[src/rtl/piso_shift_ctrl_pkg.sv]
// rtl/piso_shift_ctrl_pkg.sv - shared types and defaults for the PISO shift sequencer
package piso_shift_ctrl_pkg;

    localparam int DEFAULT_WIDTH = 8;

    // Encoding 2'd3 is unused and steers back to ST_IDLE on the next edge.
    typedef enum logic [1:0] {
        ST_IDLE  = 2'd0,
        ST_SHIFT = 2'd1,
        ST_DONE  = 2'd2
    } state_e;

endpackage

[src/rtl/piso_shift_ctrl_if.sv]
// rtl/piso_shift_ctrl_if.sv - producer-side request and serial output bundle
interface piso_shift_ctrl_if #(
    parameter int WIDTH = 8
);
    localparam int CNT_W = $clog2(WIDTH);

    logic             start;
    logic [WIDTH-1:0] din;
    logic             abort;
    logic             ready;
    logic             sout;
    logic             sout_valid;
    logic             done;
    logic [CNT_W-1:0] bit_cnt;

    modport master (
        output start, din, abort,
        input  ready, sout, sout_valid, done, bit_cnt
    );

    modport slave (
        input  start, din, abort,
        output ready, sout, sout_valid, done, bit_cnt
    );
endinterface

[src/rtl/piso_shreg.sv]
// rtl/piso_shreg.sv - WIDTH D-flop shift register with load, shift toward output and clear
module piso_shreg #(
    parameter int WIDTH     = 8,
    parameter int LSB_FIRST = 1
) (
    input  logic             CP,
    input  logic             n_rst,
    input  logic             load_i,
    input  logic             shift_i,
    input  logic             clear_i,
    input  logic [WIDTH-1:0] din_i,
    output logic [WIDTH-1:0] q_o
);

    logic [WIDTH-1:0] shreg_q;
    logic [WIDTH-1:0] shreg_d;

    // Clear beats load beats shift; vacated positions fill with 0.
    always_comb begin
        shreg_d = shreg_q;
        if (clear_i) begin
            shreg_d = '0;
        end else if (load_i) begin
            shreg_d = din_i;
        end else if (shift_i) begin
            shreg_d = (LSB_FIRST != 0) ? (shreg_q >> 1) : (shreg_q << 1);
        end
    end

    always_ff @(posedge CP or negedge n_rst) begin
        if (!n_rst) begin
            shreg_q <= '0;
        end else begin
            shreg_q <= shreg_d;
        end
    end

    assign q_o = shreg_q;

endmodule

[src/rtl/piso_shift_ctrl.sv]
// rtl/piso_shift_ctrl.sv - IDLE/SHIFT/DONE sequencer, bit counter and output decode
module piso_shift_ctrl
    import piso_shift_ctrl_pkg::*;
#(
    parameter int WIDTH     = DEFAULT_WIDTH,
    parameter int LSB_FIRST = 1
) (
    input  logic               CP,
    input  logic               n_rst,
    piso_shift_ctrl_if.slave   bus
);

    localparam int             CNT_W    = $clog2(WIDTH);
    localparam logic [CNT_W-1:0] LAST_BIT = CNT_W'(WIDTH - 1);

    state_e           state_q, state_d;
    logic [CNT_W-1:0] cnt_q, cnt_d;
    logic             load, shift, clear;
    logic [WIDTH-1:0] shreg;
    logic             out_bit;

    piso_shreg #(
        .WIDTH     (WIDTH),
        .LSB_FIRST (LSB_FIRST)
    ) u_shreg (
        .CP      (CP),
        .n_rst   (n_rst),
        .load_i  (load),
        .shift_i (shift),
        .clear_i (clear),
        .din_i   (bus.din),
        .q_o     (shreg)
    );

    always_comb begin
        state_d = state_q;
        cnt_d   = cnt_q;
        load    = 1'b0;
        shift   = 1'b0;
        clear   = 1'b0;
        case (state_q)
            ST_IDLE: begin
                // abort is ignored here, so start wins when both are high
                if (bus.start) begin
                    load    = 1'b1;
                    cnt_d   = '0;
                    state_d = ST_SHIFT;
                end
            end
            ST_SHIFT: begin
                if (bus.abort) begin
                    clear   = 1'b1;
                    cnt_d   = '0;
                    state_d = ST_IDLE;
                end else begin
                    shift = 1'b1;
                    if (cnt_q == LAST_BIT) begin
                        cnt_d   = '0;
                        state_d = ST_DONE;
                    end else begin
                        cnt_d = cnt_q + 1'b1;
                    end
                end
            end
            default: begin
                clear   = 1'b1;
                cnt_d   = '0;
                state_d = ST_IDLE;
            end
        endcase
    end

    always_ff @(posedge CP or negedge n_rst) begin
        if (!n_rst) begin
            state_q <= ST_IDLE;
            cnt_q   <= '0;
        end else begin
            state_q <= state_d;
            cnt_q   <= cnt_d;
        end
    end

    assign out_bit        = (LSB_FIRST != 0) ? shreg[0] : shreg[WIDTH-1];
    assign bus.ready      = (state_q == ST_IDLE);
    assign bus.sout_valid = (state_q == ST_SHIFT);
    assign bus.sout       = (state_q == ST_SHIFT) & out_bit;
    assign bus.done       = (state_q == ST_DONE);
    assign bus.bit_cnt    = cnt_q;

endmodule
[src/flat_wrapper.sv]
// flat-port wrapper written by rule: the top's interface ports become plain ports
module piso_shift_ctrl_flat import piso_shift_ctrl_pkg::*;
#(
    parameter int WIDTH     = DEFAULT_WIDTH,
    parameter int LSB_FIRST = 1
)
  (CP, n_rst, bus_start, bus_din, bus_abort, bus_ready, bus_sout, bus_sout_valid, bus_done, bus_bit_cnt);
  piso_shift_ctrl_if #(.WIDTH(WIDTH)) bus_i ();
  input  logic CP;
  input  logic n_rst;
  input wire logic [$bits(bus_i.start)-1:0] bus_start;
  input wire logic [$bits(bus_i.din)-1:0] bus_din;
  input wire logic [$bits(bus_i.abort)-1:0] bus_abort;
  output wire logic [$bits(bus_i.ready)-1:0] bus_ready;
  output wire logic [$bits(bus_i.sout)-1:0] bus_sout;
  output wire logic [$bits(bus_i.sout_valid)-1:0] bus_sout_valid;
  output wire logic [$bits(bus_i.done)-1:0] bus_done;
  output wire logic [$bits(bus_i.bit_cnt)-1:0] bus_bit_cnt;
  assign bus_i.start = bus_start;
  assign bus_i.din = bus_din;
  assign bus_i.abort = bus_abort;
  assign bus_ready = bus_i.ready;
  assign bus_sout = bus_i.sout;
  assign bus_sout_valid = bus_i.sout_valid;
  assign bus_done = bus_i.done;
  assign bus_bit_cnt = bus_i.bit_cnt;
  piso_shift_ctrl #(.WIDTH(WIDTH), .LSB_FIRST(LSB_FIRST)) u_core (.CP(CP), .n_rst(n_rst), .bus(bus_i));
endmodule
[config.mk]
export PLATFORM = sky130hd
export DESIGN_NAME = piso_shift_ctrl_flat
export DESIGN_NICKNAME = d
export VERILOG_FILES = /design/src/rtl/piso_shift_ctrl_pkg.sv /design/src/rtl/piso_shift_ctrl_if.sv /design/src/rtl/piso_shreg.sv /design/src/rtl/piso_shift_ctrl.sv /design/src/flat_wrapper.sv
export SDC_FILE = /design/constraint.sdc
export NUM_CORES = 1
export LEC_CHECK = 0
export CORE_AREA = 2 2 42 44
export DETAILED_ROUTE_END_ITERATION = 10
export DIE_AREA = 0 0 44 46
export PLACE_DENSITY = 0.84
export SETUP_SLACK_MARGIN = 0.1
export SLEW_MARGIN = 30
export SYNTH_ARGS = -nofsm -noshare
export SYNTH_HDL_FRONTEND = slang
export SYNTH_SLANG_ARGS = --single-unit
[constraint.sdc]
create_clock -name CP -period 2 [get_ports CP]
set_input_delay 0.4 -clock CP [delete_from_list [all_inputs] [get_ports CP]]
set_output_delay 0.4 -clock CP [all_outputs]
set_load 0.02 [all_outputs]
==> impl_results.md <==
- Initial antenna violation count: 0
- Number of port buffers: 18
- Worst-Skew Late Latency: 0.28 ns
- DRT Pass-1 Iters: 4
- Clock Pin Slew Worst Setup and Hold Paths: 0.08 ns
- Max layer used: met4
- Status: completed
- DP Wirelength: 952 um
- Setup TNS: 0 ns
- CTS root buffer: clkbuf_4
- Synthesized cell area: 667 um2
- VDD IR max: 0.544 mV
- Yosys cell types: 18
- Antenna viol nets, final: 0
- # IOs: 19
- Critical path's slowest cell: dfrtp_1
- Slew margin rel.: 59.8%
- CP endpoint kind: output port
- Total GRT Usage: 15.0%
- Initial Util: 41.3%
- Routed wl met2: 565 um
- Clk sink count: 13
- DRT iter0 DRCs: 2
- Pin count of the biggest net entering global routing: 14
- GRT Residual Overflow: 0
- Fin crit share: 84.1%
- FF-to-FF Start: u_core.bus.bit_cnt[0]
- Most common cell after layout, fill and taps aside: clkdlybuf4s50_1
- Total Routed Length: 1280 um
- CTS buffer count: 3
- Core Box Area: 1610 um2
- DRC: 0
- Hold Vio Cnt, Final: 0
- Worst Hold Launch: u_core.u_shreg.q_o[3]
- Antenna cell count: 0
- Nets: 91
- Die Y: 46 um
- Fmax: 594 MHz
- Post-synth top area share: 48.8%
- Max-cap violations: 0
- R2R setup slack: 0.46 ns
- DR vias/cell: 5.32
- Die area: 2020 um2
- Actual slew at the worst max-slew pin: 0.601 ns
- Static Leak: 0.424 nW
- Share of layout cells above drive strength 1: 11.8%
- Worst Hold Path EP: u_core.u_shreg.q_o[2]
- Critical path arrival: 1.28 ns
- Cells on worst reg2reg path: 4
- Core Rows: 15
- Vias in the first global route: 494
- Area grow syn2layout: 35.6%
- H-tree depth: 1
- RSZ-0062 raised after global routing: false
- Hold path cells: 1
- CTS Hold Buffers Added: 0
- Via Count: 495
- First-pass GRT wire length: 2150 um
- Final min period: 1.68 ns
- Setup Fix Bufs, Post-CTS: 0
- Cell area power density: 724 nW/um2
- Critical-path cell list: or2_1 -> inv_2 -> dlygate4sd2_1
- Setup CP Type: reg -> out
- RR Endpoint: u_core.bus.bit_cnt[0]
- Wire length per cell: 13.8 um
- Clock buffer depth: 2
- Met3 wire len: 75 um
- Place WS: 0.319 ns
- Setup violations, final: 0
- Max FO, Critical Path: 3
- Area contributors post-synth: dfrtp_1 49%, mux2i_1 12%, o2bb2ai_1 9.2%
- Final Skew: 0.00400 ns
- Crit path launch type: flop
- Critical Path RT: 1.60 ns
- Leading area contributor after synthesis: dfrtp_1
- #FFs+latches synth: 13
- HP Class: reg -> reg
- Most frequent cells in the layout: 14 x clkdlybuf4s50_1, 13 x dfrtp_1, 8 x mux2i_1, 7 x o2bb2ai_1
- Slowest stage delay, CP: 0.39 ns
- Slew Limit Fails: 0
- CTS tree: built
- Mapped Nets: 68
- Yosys synthesis warning count: 0
- Worst Setup SP: u_core.state_q[1]
- Cells after Synth: 54
- Die W: 44 um
- Gpl congestion: 0.682
- Sequential share of the synthesized area: 48.8%
- Met1 wire length: 617 um
- Setup slack after layout: 0.317 ns
- Post-Syn Area per Cell: 12.3 um2
==> routing by layer <==
layer	up-vias	track usage, %
met5	-	0
met4	0	7.27
met3	2	3.57
met2	16	24.1
met1	234	18.8
li1	243	-
==> critical path, delay by kind of cell, from the launching register on <==
kind | cells | cell delay (ns)
buffers and inverters | 2 | 0.37
and+or+nand+nor | 1 | 0.25
DFF | 1 | 0.39
==> cell usage after synthesis <==
library cell  number
buf_2              1
or4b_1             1
nand3b_1           2
nand2b_1           1
inv_2              1
a21oi_1            4
dfrtp_1           13
or3b_1             4
mux2i_1            8
buf_4              2
nor3b_4            1
buf_6              1
o2bb2ai_1          7
nor2_1             1
and2_1             2
or2_1              1
ha_1               2
nor2b_1            2
==> power breakdown <==
part | switching [mW] | total (mW) | internal [mW]
Combinational | 0.0801 | 0.173 | 0.0927
Sequential | 0.0204 | 0.319 | 0.298
Clock | 0.0860 | 0.163 | 0.0773
==> sequential cells by signal, summed over array words and instances (netlist names) <==
name                cells
u_core.u_shreg.q_o      8
u_core.bus.bit_cnt      3
u_core.state_q          2
==> kinds of logic after synthesis <==
logic type / share of synthesized area [%]
AO/OA/AOI/OAI: 12.2
adder cells (fa/ha/maj): 3.75
buffers and inverters: 5.25
flip-flops: 48.8
multiplexers: 12.0
AND/OR/NAND/NOR: 18.0
==> through the flow <==
step	power [mW]	cell area (um2)	hold WS (ns)	utilization, %	cells
floorplan	0.421	667	0.104	-	54
global route	0.695	905	0.507	56.0	93
detailed placement	0.503	880	0.475	54.5	89
global placement	0.496	880	0.459	54.5	89
finish	0.655	905	0.489	56.0	93
CTS	0.665	902	0.494	55.9	93
==> what timing repair did <==
action	in CTS	in global routing
resized for setup	3	1
endpoints found under the setup margin	3	1
hold endpoints to repair	0	0
==> cell type report <==
cell class / instances / area [um2]
Fill cell: 146 / 709
Sequential cell: 13 / 325
Clock buffer: 4 / 26.3
Tap cell: 17 / 21.3
Inverter: 1 / 3.75
Timing Repair Buffer: 22 / 221
Multi-Input combinational cell: 36 / 307
==> how the worst max path moves through the flow <==
stage | slack (ns) | end | depth (start not counted)
2_1_floorplan | 0.46 | u_core.bus.bit_cnt[0] | 4
3_3_place_gp | 0.35 | u_core.bus.bit_cnt[0] | 3
3_5_place_dp | 0.32 | u_core.u_shreg.q_o[3] | 4
4_1_cts | 0.14 | bus_sout_valid | 2
5_1_grt | 0.20 | bus_sout | 3
6_report | 0.32 | bus_ready | 3
Note: power is estimated with default switching activity, not from simulation.
